--- src/rtl/pipeline_interlock.sv ---
// Hazard and stall control for the 5-stage core: load-use interlock, data-memory
// wait freeze and taken-branch squash, plus stall/flush/load-use event counters.
module pipeline_interlock #(
  parameter int LOAD_USE_STALL = 1,
  parameter int CNT_W          = 32
) (
  input  logic             clk,
  input  logic             reset,
  input  logic [4:0]       rs1_id,
  input  logic [4:0]       rs2_id,
  input  logic             use_rs1_id,
  input  logic             use_rs2_id,
  input  logic [4:0]       rd_ex,
  input  logic             reg_we_ex,
  input  logic             load_ex,
  input  logic             mem_req_ma,
  input  logic             dmem_ready,
  input  logic             branch_taken_ex,
  output logic             stall_if,
  output logic             stall_id,
  output logic             stall_ex,
  output logic             stall_ma,
  output logic             bubble_ex,
  output logic             flush_if,
  output logic             flush_id,
  output logic [CNT_W-1:0] stall_cycles,
  output logic [CNT_W-1:0] flush_count,
  output logic [CNT_W-1:0] lu_count
);

  typedef enum logic [1:0] {RUN, LU_STALL, MEM_WAIT} state_t;

  localparam logic [2:0] LU_REM = 3'(LOAD_USE_STALL - 1);

  state_t     state, state_nxt, ret, ret_nxt, eff;
  logic [2:0] rem, rem_nxt;
  logic       hazard, memwait, lu_evt;

  assign hazard  = load_ex & reg_we_ex & (rd_ex != 5'd0) &
                   ((use_rs1_id & (rd_ex == rs1_id)) | (use_rs2_id & (rd_ex == rs2_id)));
  assign memwait = mem_req_ma & ~dmem_ready;

  // A memory freeze is transparent: once released, behave as the state it interrupted.
  assign eff = (state == MEM_WAIT) ? ret : state;

  // State register
  always_ff @(posedge clk) begin
    if (reset) begin
      state        <= RUN;
      ret          <= RUN;
      rem          <= 3'd0;
      stall_cycles <= '0;
      flush_count  <= '0;
      lu_count     <= '0;
    end else begin
      state        <= state_nxt;
      ret          <= ret_nxt;
      rem          <= rem_nxt;
      stall_cycles <= stall_cycles + CNT_W'(stall_if);
      flush_count  <= flush_count + CNT_W'(flush_if);
      lu_count     <= lu_count + CNT_W'(lu_evt);
    end
  end

  // Next-state logic
  always_comb begin
    state_nxt = state;
    ret_nxt   = ret;
    rem_nxt   = rem;
    lu_evt    = 1'b0;
    if (memwait) begin
      state_nxt = MEM_WAIT;
      ret_nxt   = eff;
    end else begin
      case (eff)
        RUN: begin
          state_nxt = RUN;
          if (!branch_taken_ex && hazard) begin
            lu_evt = 1'b1;
            if (LOAD_USE_STALL > 1) begin
              rem_nxt   = LU_REM;
              state_nxt = LU_STALL;
            end
          end
        end
        LU_STALL: begin
          if (branch_taken_ex) begin
            state_nxt = RUN;
          end else begin
            rem_nxt   = rem - 3'd1;
            state_nxt = (rem <= 3'd1) ? RUN : LU_STALL;
          end
        end
        default: state_nxt = RUN;
      endcase
    end
  end

  // Output logic
  always_comb begin
    stall_if  = 1'b0;
    stall_id  = 1'b0;
    stall_ex  = 1'b0;
    stall_ma  = 1'b0;
    bubble_ex = 1'b0;
    flush_if  = 1'b0;
    flush_id  = 1'b0;
    if (!reset) begin
      if (memwait) begin
        stall_if = 1'b1;
        stall_id = 1'b1;
        stall_ex = 1'b1;
        stall_ma = 1'b1;
      end else if (branch_taken_ex) begin
        flush_if = 1'b1;
        flush_id = 1'b1;
      end else if ((eff == LU_STALL) || (eff == RUN && hazard)) begin
        stall_if  = 1'b1;
        stall_id  = 1'b1;
        bubble_ex = 1'b1;
      end
    end
  end

endmodule

--- config.mk ---
export PLATFORM = sky130hd
export DESIGN_NAME = pipeline_interlock
export DESIGN_NICKNAME = d
export VERILOG_FILES = /design/src/rtl/pipeline_interlock.sv
export SDC_FILE = /design/constraint.sdc
export NUM_CORES = 1
export LEC_CHECK = 0
export CAP_MARGIN = 15
export CORE_MARGIN = 2
export CORE_UTILIZATION = 45
export CTS_CLUSTER_SIZE = 28
export DETAILED_ROUTE_END_ITERATION = 7
export PLACE_DENSITY = 0.72
export SLEW_MARGIN = 20
export SYNTH_ARGS = -nofsm -noshare
export SYNTH_HDL_FRONTEND = slang
export SYNTH_SLANG_ARGS = --single-unit
--- constraint.sdc ---
create_clock -name clk -period 5.3 [get_ports clk]
set_input_delay 1.06 -clock clk [delete_from_list [all_inputs] [get_ports clk]]
set_output_delay 1.06 -clock clk [all_outputs]
set_load 0.005 [all_outputs]
==> flow_metrics.tcl <==
set metrics [dict create \
    critical_path_class "input port to flip-flop" \
    grt_antenna_before_repair 0 \
    setup_viol 0 \
    avgRoutedWirePerCell_um 14.31 \
    coreArea_um2 10840 \
    tightest_slew_ns 0.8573 \
    clk_path_buf_depth 2 \
    die_h_um 109.3 \
    r2r_start "state[0]" \
    ios 127 \
    critical-path-slowest-cell "or4_1" \
    dp_hpwl_mm 8.469 \
    ctsHoldBuffers 0 \
    cp_cell_sequence "clkdlybuf4s50_1 > xor2_1 > nor4_1 > a32oi_1 > o21ai_0 > ha_1 > ha_1 > nand2_1 > or4_1 > or4_1 > a21oi_1" \
    cts-buffers-inserted 9 \
    cp.buffers_inverters 1 \
    cts_tree "done" \
    worstRegToRegCells 10 \
    dpl_cell_area_um2 6304 \
    power.leakage_nw 2.012 \
    finalSetupTns_ns 0 \
    rsz0062_at_grt "false" \
    hold_viol_final 0 \
    syn_avg_cell_area_um2 8.565 \
    required_ns 5.59 \
    min_path_cells 2 \
    synth_cells 583 \
    antenna_cells 0 \
    dp_cells 820 \
    dr_wl_met2_mm 5.739 \
    holdCritStartpoint "stall_cycles[31]" \
    grt_usage 0.1967 \
    hp-class "flip-flop to flip-flop" \
    final_common_cell "clkdlybuf4s50_1" \
    cp_max_fo 18 \
    final_util 0.5966 \
    clock_sinks 103 \
    ant_nets 0 \
    timing.rr.end "stall_cycles[26]" \
    highest_layer "met4" \
    clk_latency_ns 0.36 \
    ff2ff_setup_slack_ns 1.94 \
    wl_mm 11.95 \
    die_w_um 109.3 \
    finalCriticalPeriod_ns 4.428 \
    fin_area_um2 6467 \
    syn_to_final_growth_pct 29.52 \
    yosysSeqAreaShare 0.4129 \
    routabilityCongestion 0.8282 \
    syn_area_um2 4994 \
    clock.fmax_mhz 225.8 \
    portBuffers 126 \
    worst_setup_path_end_kind "flip-flop" \
    design.die.area_um2 11960 \
    cts_root_buf "clkbuf_8" \
    drc 0 \
    post_cts_buffers 0 \
    synth-seq-cells 103 \
    stdcell_count 835 \
    num_rows 38 \
    synth_warnings 0 \
    min_to "stall_cycles[31]" \
    max-cap-violations 0 \
    drt-met1-wl_mm 5.415 \
    ys_types 48 \
    via_count 4661 \
    grt_max_degree 73 \
    wl_met3_um 624 \
    drive_above_1_share 0.05324 \
    ir_drop_mv 0.1394 \
    cts_resized 0 \
    status "complete, no violations" \
    power.density_nw_per_um2 196.9 \
    cp.arrival_ns 4.72 \
    startpoint_type "input port" \
    path_delay_family "simple AND/OR/NAND/NOR gates" \
    synth-async-reset-ratio 0 \
    synth.net_count 615 \
    fin_crit_sh 0.8355 \
    grt_overflow_total 0 \
    grt_pass1_vias 4108 \
    synth_edf_count 0 \
    maxSlewViolCount 0 \
    vias_per_cell 5.582 \
    final_cell_mix "125 x clkdlybuf4s50_1, 103 x dfxtp_1, 55 x nor2_1" \
    relSlewSlack 0.4232 \
    clk_pin_slew_ns 0.10 \
    drt-pass1-iter-count 4 \
    grt_pass1_wl_mm 19.28 \
    nNetsFinal 723 \
    skew_ns 0.01303 \
    initial_utilization 0.4606 \
    crit_path_max_incr_delay_ns 0.78 \
    htree_levels 3 \
    detail_route.iter0.violations 225 \
    synth_ff_type "dfxtp_1" \
]
==> state kept, by name, summed over array words and instances, names as in the netlist <==
register,count
rem,3
state,2
stall_cycles,32
flush_count,32
lu_count,32
ret,2
==> area by class of cell <==
cell class                 instances  area, µm²
multi-input combinational        435       2740
timing repair buffer             128       1274
tap                              140      175.2
sequential                       103       2062
fill                            1003       4373
clock buffer                      11      131.4
clock inverter                     4      32.53
inverter                          14      52.55
==> metal layers <==
metal  GRT usage  vias up
li1            -     2351
met1      0.2534     2180
met2      0.3307      114
met3     0.05039       16
met4     0.04611        0
met5           0        -
==> per-stage QoR <==
stage	power (mW)	setup slack, ns	hold WS (ns)
detailed placement	0.8546	0.4824	0.4707
floorplan	0.8226	1.448	0.4626
global placement	0.8532	0.6430	0.4605
CTS	1.290	0.8852	0.4846
finish	1.274	0.8718	0.4818
global route	1.327	0.5882	0.5098
==> how the worst max path moves through the flow <==
stage / from / to / slack, ns / cells past startpoint
floorplan: rd_ex[3] / stall_cycles[28] / 1.45 / 11
global placement: rd_ex[3] / lu_count[24] / 0.64 / 11
detailed placement: rd_ex[3] / stall_cycles[30] / 0.48 / 11
CTS: rd_ex[2] / stall_cycles[30] / 0.89 / 11
global route: rd_ex[2] / stall_cycles[30] / 0.59 / 11
finish: rd_ex[2] / stall_cycles[26] / 0.87 / 11
==> report_power, final <==
part	leakage (nW)	switching [mW]	internal (mW)
Sequential	0.830	0.00136	0.775
Combinational	1.11	0.0293	0.0304
Clock	0.0760	0.266	0.172
Total	2.01	0.297	0.977
==> tightest hold or removal path: cells and delay by family (launching register included) <==
kind	cells	cell delay [ns]
flops	1	0.33
compound gates	2	0.11
==> logic make-up after synthesis <==
family,count (synthesis),synth area share
AND/OR/NAND/NOR,264,0.3002
adder cells (fa/ha/maj),8,0.02005
multiplexers,11,0.02481
buffers and inverters,45,0.03834
AO/OA/AOI/OAI,110,0.1300
XOR/XNOR,42,0.07367
flip-flops,103,0.4129
==> cell usage after synthesis (3+ instances only) <==
master	n	area (µm²)
dfxtp_1	103	2062
nand2b_1	3	18.77
nand2_1	34	127.6
or4_1	37	277.8
or3_1	17	106.4
and4_1	6	52.55
nor3_1	12	60.06
nor2b_1	18	112.6
and3_1	3	18.77
xnor2_1	18	157.7
nor4_1	10	62.56
buf_1	3	11.26
nand4_1	22	137.6
ha_1	8	100.1
a21oi_1	53	265.3
clkbuf_1	21	78.83
xor2_1	24	210.2
inv_1	14	52.55
nand3_1	29	145.1
o21ai_0	21	105.1
o31ai_1	29	217.7
mux2_2	11	123.9
buf_4	3	22.52
nor2_1	55	206.5
Power figures use the tool's default switching activity.
